File: src/rtl/rtc_upd4990.sv
// uPD4990A-style serial calendar/RTC: BCD time keeping, 4-bit serial
// commands, 1 Hz / serial DOUT and TP square-wave or interval output.
//
// Ports:
//   clk        system clock, all state on its rising edge
//   nRESET     synchronous active-low reset
//   RTC_CLK    serial shift clock (asynchronous)
//   RTC_DIN    serial data in (asynchronous)
//   RTC_STROBE command strobe (asynchronous)
//   RTC_DOUT   serial data out / 1 Hz square wave
//   RTC_TP     timing pulse output
//   SEC_TICK   one-clk pulse after each second rollover
module rtc_upd4990 #(
    parameter int          CLK_DIV   = 2930,
    parameter logic [39:0] INIT_TIME = 40'h1_0_01_00_00_00
) (
    input  logic clk,
    input  logic nRESET,
    input  logic RTC_CLK,
    input  logic RTC_DIN,
    input  logic RTC_STROBE,
    output logic RTC_DOUT,
    output logic RTC_TP,
    output logic SEC_TICK
);

    localparam int            DW       = (CLK_DIV > 1) ? $clog2(CLK_DIV) : 1;
    localparam logic [DW-1:0] DIV_LAST = DW'(CLK_DIV - 1);

    localparam logic [3:0] CMD_SHIFT = 4'h1;
    localparam logic [3:0] CMD_SET   = 4'h2;
    localparam logic [3:0] CMD_READ  = 4'h3;
    localparam logic [3:0] CMD_IVCLR = 4'hC;
    localparam logic [3:0] CMD_IVRUN = 4'hD;
    localparam logic [3:0] CMD_IVSTP = 4'hE;

    logic          r_clk_s1, r_clk_s2, r_clk_s3;
    logic          r_stb_s1, r_stb_s2, r_stb_s3;
    logic          r_din_s1, r_din_s2;
    logic [DW-1:0] r_div;
    logic [12:0]   r_presc;
    logic          r_sec_tick;
    logic [39:0]   r_time;
    logic [39:0]   r_shift_sr;
    logic [3:0]    r_cmd_sr;
    logic [3:0]    r_cmd;
    logic          r_iv_mode;
    logic [1:0]    r_tp_sel;
    logic [1:0]    r_iv_n;
    logic          r_iv_run;
    logic [5:0]    r_iv_cnt;
    logic [7:0]    r_pulse;

    logic          w_clk_rise;
    logic          w_stb_rise;
    logic          w_shift;
    logic          w_base;
    logic          w_sec;
    logic [5:0]    w_n;
    logic          w_sq;
    logic          w_iv_hit;

    function automatic logic [7:0] f_bcd_inc(input logic [7:0] v);
        logic [7:0] r;
        if (v[3:0] >= 4'd9) r = {v[7:4] + 4'd1, 4'd0};
        else                r = {v[7:4], v[3:0] + 4'd1};
        return r;
    endfunction

    function automatic logic [7:0] f_mlen(input logic [3:0] mo);
        logic [7:0] r;
        case (mo)
            4'd2:                    r = 8'h29;
            4'd4, 4'd6, 4'd9, 4'd11: r = 8'h30;
            default:                 r = 8'h31;
        endcase
        return r;
    endfunction

    // One-second advance of the packed BCD calendar with carry chain.
    function automatic logic [39:0] f_next(input logic [39:0] t);
        logic [7:0] sec, mn, hr, dy;
        logic [3:0] wd, mo;
        logic       c;
        sec = t[7:0];
        mn  = t[15:8];
        hr  = t[23:16];
        dy  = t[31:24];
        wd  = t[35:32];
        mo  = t[39:36];
        c   = (sec >= 8'h59);
        sec = c ? 8'h00 : f_bcd_inc(sec);
        if (c) begin
            c  = (mn >= 8'h59);
            mn = c ? 8'h00 : f_bcd_inc(mn);
        end
        if (c) begin
            c  = (hr >= 8'h23);
            hr = c ? 8'h00 : f_bcd_inc(hr);
        end
        if (c) begin
            wd = (wd >= 4'd6) ? 4'd0 : wd + 4'd1;
            c  = (dy >= f_mlen(mo));
            dy = c ? 8'h01 : f_bcd_inc(dy);
        end
        if (c) mo = (mo >= 4'd12) ? 4'd1 : mo + 4'd1;
        return {mo, wd, dy, hr, mn, sec};
    endfunction

    assign w_clk_rise = r_clk_s2 & ~r_clk_s3;
    assign w_stb_rise = r_stb_s2 & ~r_stb_s3;
    // A strobe rise implies synced STROBE high, so it also blocks the shift.
    assign w_shift    = w_clk_rise & ~r_stb_s2;
    assign w_base     = (r_div == DIV_LAST);
    assign w_sec      = w_base & (r_presc == 13'h1FFF);
    assign w_iv_hit   = ({1'b0, r_iv_cnt} + 7'd1) >= {1'b0, w_n};

    always_comb begin
        w_n = 6'd60;
        case (r_iv_n)
            2'd0:    w_n = 6'd1;
            2'd1:    w_n = 6'd10;
            2'd2:    w_n = 6'd30;
            default: w_n = 6'd60;
        endcase
    end

    always_comb begin
        w_sq = r_presc[6];
        case (r_tp_sel)
            2'd0:    w_sq = r_presc[6];
            2'd1:    w_sq = r_presc[4];
            2'd2:    w_sq = r_presc[1];
            default: w_sq = r_presc[0];
        endcase
    end

    always_comb begin
        RTC_DOUT = r_presc[12];
        case (r_cmd)
            CMD_SHIFT, CMD_SET, CMD_READ: RTC_DOUT = r_shift_sr[0];
            default:                      RTC_DOUT = r_presc[12];
        endcase
    end

    // Square wave is inverted so TP idles high right after reset.
    assign RTC_TP   = r_iv_mode ? (r_pulse == 8'd0) : ~w_sq;
    assign SEC_TICK = r_sec_tick;

    always_ff @(posedge clk) begin
        if (!nRESET) begin
            r_clk_s1   <= 1'b0;
            r_clk_s2   <= 1'b0;
            r_clk_s3   <= 1'b0;
            r_stb_s1   <= 1'b0;
            r_stb_s2   <= 1'b0;
            r_stb_s3   <= 1'b0;
            r_din_s1   <= 1'b0;
            r_din_s2   <= 1'b0;
            r_div      <= '0;
            r_presc    <= 13'd0;
            r_sec_tick <= 1'b0;
            r_time     <= INIT_TIME;
            r_shift_sr <= 40'd0;
            r_cmd_sr   <= 4'd0;
            r_cmd      <= 4'd0;
            r_iv_mode  <= 1'b0;
            r_tp_sel   <= 2'd0;
            r_iv_n     <= 2'd0;
            r_iv_run   <= 1'b0;
            r_iv_cnt   <= 6'd0;
            r_pulse    <= 8'd0;
        end else begin
            r_clk_s1 <= RTC_CLK;
            r_clk_s2 <= r_clk_s1;
            r_clk_s3 <= r_clk_s2;
            r_stb_s1 <= RTC_STROBE;
            r_stb_s2 <= r_stb_s1;
            r_stb_s3 <= r_stb_s2;
            r_din_s1 <= RTC_DIN;
            r_din_s2 <= r_din_s1;

            r_div <= w_base ? '0 : r_div + DW'(1);
            if (w_base) r_presc <= r_presc + 13'd1;
            r_sec_tick <= w_sec;
            if (w_sec) r_time <= f_next(r_time);

            if (w_base && r_pulse != 8'd0) r_pulse <= r_pulse - 8'd1;
            if (w_sec && r_iv_run) begin
                if (w_iv_hit) begin
                    r_iv_cnt <= 6'd0;
                    r_pulse  <= 8'd128;
                end else begin
                    r_iv_cnt <= r_iv_cnt + 6'd1;
                end
            end

            // Data passes through cmd_sr first, so the last nibble is the command.
            if (w_shift) begin
                r_cmd_sr <= {r_din_s2, r_cmd_sr[3:1]};
                if (r_cmd == CMD_SHIFT)
                    r_shift_sr <= {r_cmd_sr[0], r_shift_sr[39:1]};
            end

            // Command execution overrides the tick updates above.
            if (w_stb_rise) begin
                r_cmd <= r_cmd_sr;
                case (r_cmd_sr)
                    CMD_SET: begin
                        r_time  <= r_shift_sr;
                        r_presc <= 13'd0;
                    end
                    CMD_READ: r_shift_sr <= r_time;
                    4'h4, 4'h5, 4'h6, 4'h7: begin
                        r_iv_mode <= 1'b0;
                        r_tp_sel  <= r_cmd_sr[1:0];
                        r_iv_run  <= 1'b0;
                        r_pulse   <= 8'd0;
                    end
                    4'h8, 4'h9, 4'hA, 4'hB: begin
                        r_iv_mode <= 1'b1;
                        r_iv_n    <= r_cmd_sr[1:0];
                        r_iv_cnt  <= 6'd0;
                        r_iv_run  <= 1'b1;
                        r_pulse   <= 8'd0;
                    end
                    CMD_IVCLR: begin
                        r_iv_cnt <= 6'd0;
                        r_pulse  <= 8'd0;
                    end
                    CMD_IVRUN: r_iv_run <= 1'b1;
                    CMD_IVSTP: begin
                        r_iv_mode <= 1'b1;
                        r_iv_run  <= 1'b0;
                        r_pulse   <= 8'd0;
                    end
                    default: ;
                endcase
            end
        end
    end

endmodule

File: config.mk
export PLATFORM = sky130hd
export DESIGN_NAME = rtc_upd4990
export DESIGN_NICKNAME = d
export VERILOG_FILES = /design/src/rtl/rtc_upd4990.sv
export SDC_FILE = /design/constraint.sdc
export NUM_CORES = 1
export LEC_CHECK = 0
export ABC_AREA = 1
export CAP_MARGIN = 15
export CELL_PAD_IN_SITES_DETAIL_PLACEMENT = 1
export CELL_PAD_IN_SITES_GLOBAL_PLACEMENT = 1
export CORE_MARGIN = 8
export CORE_UTILIZATION = 32
export CTS_CLUSTER_DIAMETER = 150
export CTS_CLUSTER_SIZE = 24
export DETAILED_ROUTE_END_ITERATION = 10
export PLACE_DENSITY_LB_ADDON = 0.1
export SLEW_MARGIN = 20
export SYNTH_ARGS = -nofsm -noshare
export SYNTH_HDL_FRONTEND = slang
export SYNTH_SLANG_ARGS = --single-unit
export TNS_END_PERCENT = 100
File: constraint.sdc
create_clock -name clk -period 2.2 [get_ports clk]
set_input_delay 0.44 -clock clk [delete_from_list [all_inputs] [get_ports clk]]
set_output_delay 0.44 -clock clk [all_outputs]
set_load 0.005 [all_outputs]
-- Word-level counts from Yosys, hierarchy flattened
Cells that the tools add are included.
- word-level logic and storage cells: 158
- bits in registers: 142
- output and inout port bits: 3
- equal/unequal tests: 27
- magnitude comparators: 11
- multiplexer cells: 53
- $add $sub $neg: 15
- bitwise logic cells: 9
- reduce and logical (&&, ||, !) cells: 22
- operators by type and width (cell ; number):
    $mux 40 ; 7
    $mux 8 ; 19
    $add 4x1->4 const B ; 10
    $mux 13 ; 3
    $eq 4x4->1 const B ; 9
    $eq 4x3->1 const B ; 6
    $mux 6 ; 4
    $eq 4x2->1 const B ; 5
    $ge 4x4->1 const B ; 5
    $reduce_or 5->1 ; 4
    $pmux 6 s3 ; 1
    $ge 8x7->1 const B ; 2
    $mux 4 ; 4
    $add 13x1->13 const B ; 1
    $eq 13x13->1 const B ; 1
    $add 12x1->12 const B ; 1
    $eq 12x12->1 const B ; 1
    $reduce_or 4->1 ; 3
    $mux 1 ; 11
    $pmux 5 s2 ; 1
    $reduce_or 10->1 ; 1
    $ge 8x6->1 const B ; 1
    $ge 8x8->1 ; 1
    $logic_not 8->1 ; 1
    other kinds (19) ; 35

-- Depth between registers and ports, before layout
- depth after elaboration: 18
- depth in mapped cells: 18

-- Least setup slack after synthesis
Ideal clock, no wire load.
- path kind: reg2reg
- start: register r_time[36]
- end: register r_time[36]
- buffers on the path: 0
- cell stages (with the launch flop): 17
- clock period less this slack: 2102 ps
- arrival time: 1987 ps
- path slack: 98 ps
- data required time: 2085 ps
- path through: dfxtp_1 -> inv_1 -> ha_1 -> nand3_1 -> inv_1 -> ha_1 -> nand2_1 -> nor2_1 -> nand3_1 -> nand3_1 -> inv_1 -> nor2_1 -> nand2_1 -> clkinv_1 -> nand3_1 -> nand2_1 -> nand2_1
- word-level cells in the longest chain between the ends: 14
- elaborated cells between the ends (all ways): 21
- RTL lines (element ; line ; text):
    start, declared ; 43 ; logic [39:0] r_time;
    start signal, assigned ; 186 ; if (w_sec) r_time <= f_next(r_time);
    start signal, assigned ; 210 ; r_time <= r_shift_sr;
    $eq 4x3->1 or $eq 4x4->1 (tied branches) ; 72 ; case (mo)
    $reduce_or 4->1 ; 72 ;
    $pmux 5 s2 ; 72 ;
    $mux 8 ; 101 ; if (c) begin
    $mux 8 ; 186 ;
    $mux 8 ; 151 ; if (!nRESET) begin
    $ge 8x8->1 ; 103 ; c = (dy >= f_mlen(mo));
    $mux 1 ; 101 ;
    $mux 1 ; 186 ;
    $mux 1 ; 151 ;
    $mux 4 ; 106 ; if (c) mo = (mo >= 4'd12) ? 4'd1 : mo + 4'd1;
    $mux 40 * ; 186 ;
    $mux 40 ; 208 ; case (r_cmd_sr)
    $mux 40 * ; 206 ; if (w_stb_rise) begin
Every way passes the cells marked *; elsewhere a longest branch is shown, timed or not. The select of a mux whose other input is x is not followed.
A chain may end at the register's enable or synchronous reset.

-- Worst setup path after layout
Same ends and word-level chain as after synthesis.

==> results.cfg <==
[global_route]
grt.overflow.total = 0
grtUsageTotal_pct = 14.7
antenna_found_initial = 0
grt_pass1_vias = 7483
grt_pass1_wl_mm = 37.3
grt_max_degree = 61

[synth]
syn_avg_cell_area_um2 = 6.74
syn-cell-area_um2 = 8050
syn_inst = 1194
ys_types = 38
ys_ff_latch = 142
synthFlopType = dfxtp_1
yosysWarnings = 0
ys_seq_area_share_pct = 35.3
synth_nets = 1242
async_reset_ff_share_pct = 0
synth_edf_count = 0

[route]
route.detailed.drc = 0
firstDrtPassIters = 4
num_vias = 7413
via_per_inst = 4.71
drt-total-wl_mm = 22.0
wl_per_cell_um = 14.0
antenna_left = 0
drt_iter0_markers = 274

[cts]
cts.htree.levels = 4
clk_pin_slew_ns = 0.06
cts_max_path_buffers = 2
cts_tree = yes
root_buffer = clkbuf_16
holdBufCountCts = 0
cts.sinks = 142
clock_latency_ns = 0.42
numCtsBuffers = 17

[sta]
max_freq_mhz = 463
worstMarginPinSlew_ns = 0.519
finalHoldViolations = 0
finalClockSkew_ns = 0.00813
rsz0062_at_grt = true
setup_viol = 0
fin_crit_ns = 2.16
slew_violations = 0
post-route-period-util_pct = 98.2
maxSlewHeadroom_pct = 65.3
hold_ws_ns = 0.416

[worst_setup_path]
cpMostUsedCell = nand2_1
cp.required_ns = 2.51
crit_family = simple AND/OR/NAND/NOR gates
cp_max_fo = 4
cp_slowest_stage_delay_ns = 0.37
end_kind = register
start_kind = register
worstPathArrival_ns = 2.47
crit_type = register to register
crit_chain = inv_4 -> ha_4 -> nand3_2 -> ha_4 -> inv_1 -> nor2_2 -> nand2_1 -> nand2_1 -> nand2_1 -> nand3_2 -> inv_2 -> nor2_4 -> nand2_2 -> inv_2 -> nand3_1 -> nand2_1 -> nand2_1
path_buf_inv = 4
critPathSlowestCell = dfxtp_4

[power_and_ir_drop]
p_total_mw = 5.99
leakage_nw = 4.41
vdd_drop_max_uv = 342
powerDensity_nw_per_um2 = 617

[floorplanning]
start_util_pct = 32.2
ios = 8
die_w_um = 175
die_h_um = 175
core_um2 = 25000
die_area_um2 = 30500
rows = 58

[placement]
dp_hpwl_mm = 15.6
dpl_cell_area_um2 = 8760
gp_congestion = 0.786
port_buffers = 7

[flow_run]
max_cap_violations = 0

[finish]
multi_input_area_um2 = 4470
area_growth_syn_to_layout_pct = 20.6
nets = 1278
finalInstanceArea_um2 = 9710
seqCellArea_um2 = 2860
diodes = 0
final_common_cell = nand2_1
drive_gt1_share_pct = 13.4
most-common-layout-cells = 215 x nand2_1, 196 x inv_1, 136 x dfxtp_1
fill_cells = 3212

[run_status]
outcome = finished clean

[worst_hold_path]
hp-class = register to register
## flip-flops by register name, summed over array words and instances (netlist names)
register    count
r_cmd           4
r_stb_s3        1
r_shift_sr     40
r_stb_s1        1
SEC_TICK        1
r_div          12
r_iv_mode       1
r_clk_s2        1
r_iv_cnt        6
r_clk_s3        1
r_pulse         8
r_stb_s2        1
r_clk_s1        1
r_din_s1        1
r_cmd_sr        4
r_presc        13
r_tp_sel        2
r_time         40
r_iv_n          2
r_din_s2        1
r_iv_run        1
## routing by layer
metal | wire length [um] | vias up | track usage [%]
li1 | - | 3888 | -
met1 | 11500 | 3481 | 19.8
met2 | 9970 | 27 | 23.9
met3 | 336 | 17 | 2.33
met4 | 212 | 0 | 3.85
met5 | 0 | - | 0
## layout make-up
cell class                 instances  area share, %
tap                              330           4.25
multi-input combinational        801           46.0
sequential                       142           29.4
clock inverter                    13           1.93
inverter                         210           8.24
clock buffer                      19           4.56
timing repair buffer              58           5.57
## worst paths after layout
| kind | from | to | slack, ns | cells past startpoint |
|---|---|---|---|---|
| max reg2reg | r_time[36]$_SDFF_PN1_ | r_time[36]$_SDFF_PN1_ | 0.04 | 17 |
| min | r_din_s1$_SDFF_PN0_ | r_din_s2$_SDFF_PN0_ | 0.42 | 2 |
| max | r_time[36]$_SDFF_PN1_ | r_time[36]$_SDFF_PN1_ | 0.04 | 17 |
| min reg2reg | r_din_s1$_SDFF_PN0_ | r_din_s2$_SDFF_PN0_ | 0.42 | 2 |
## worst reg2reg max path: cells and delay by family, from the launching register on
family	cells	cell delay, ns
fa+ha+maj	2	0.44
buf+inv	4	0.29
flops	1	0.37
simple gates	11	0.94
## what timing repair did
action,CTS,global route
gates resized for setup,11,65
pin swaps,1,14
setup endpoints to repair,13,36
gates cloned,0,0
buffers inserted,0,9
## synth_stat cells (2+ instances only)
master    number  share of area [%]
nand2_1      218                 10
inv_1        202                9.4
dfxtp_1      142                 35
a21oi_1      133                8.3
o21ai_0      126                7.8
nor2_1        99                4.6
nand3_1       58                3.6
ha_1          43                6.7
clkbuf_1      30                1.4
xor2_1        17                1.9
o21ai_1       16                1.0
xnor2_1       13                1.4
nand4_1       12               0.93
nor3_1        11               0.68
buf_2          9               0.56
nor2_2         9               0.70
a211oi_1       6               0.56
inv_2          6               0.28
nor2_4         6               0.84
o211ai_1       6               0.56
nor3b_1        5               0.47
nand3b_1       4               0.37
nand2_2        3               0.23
nor3_2         3               0.37
or2_2          3               0.23
nand3_4        2               0.44
## logic make-up after synthesis
logic type	synth area share, %
fa+ha+maj	6.69
flops	35.3
simple gates	24.3
compound gates	18.5
xor+xnor	3.27
buf+inv	11.9
## per-stage QoR
| stage | instances | utilization [%] | worst slack [ns] | setup TNS [ns] |
|---|---|---|---|---|
| floorplan | 1194 | - | 0.0981 | 0 |
| global placement | 1532 | 35.1 | 0.0464 | 0 |
| detailed placement | 1532 | 35.1 | -0.0488 | -0.203 |
| CTS | 1564 | 37.7 | 0.000481 | 0 |
| global route | 1573 | 38.9 | -0.128 | -0.861 |
| finish | 1573 | 38.9 | 0.0404 | 0 |
## where the power goes
part           internal, mW  switching, mW
clock network          1.94           1.21
registers              2.59         0.0207
logic                0.0852          0.142
total                  4.61           1.37
Power figures use the tool's default switching activity.
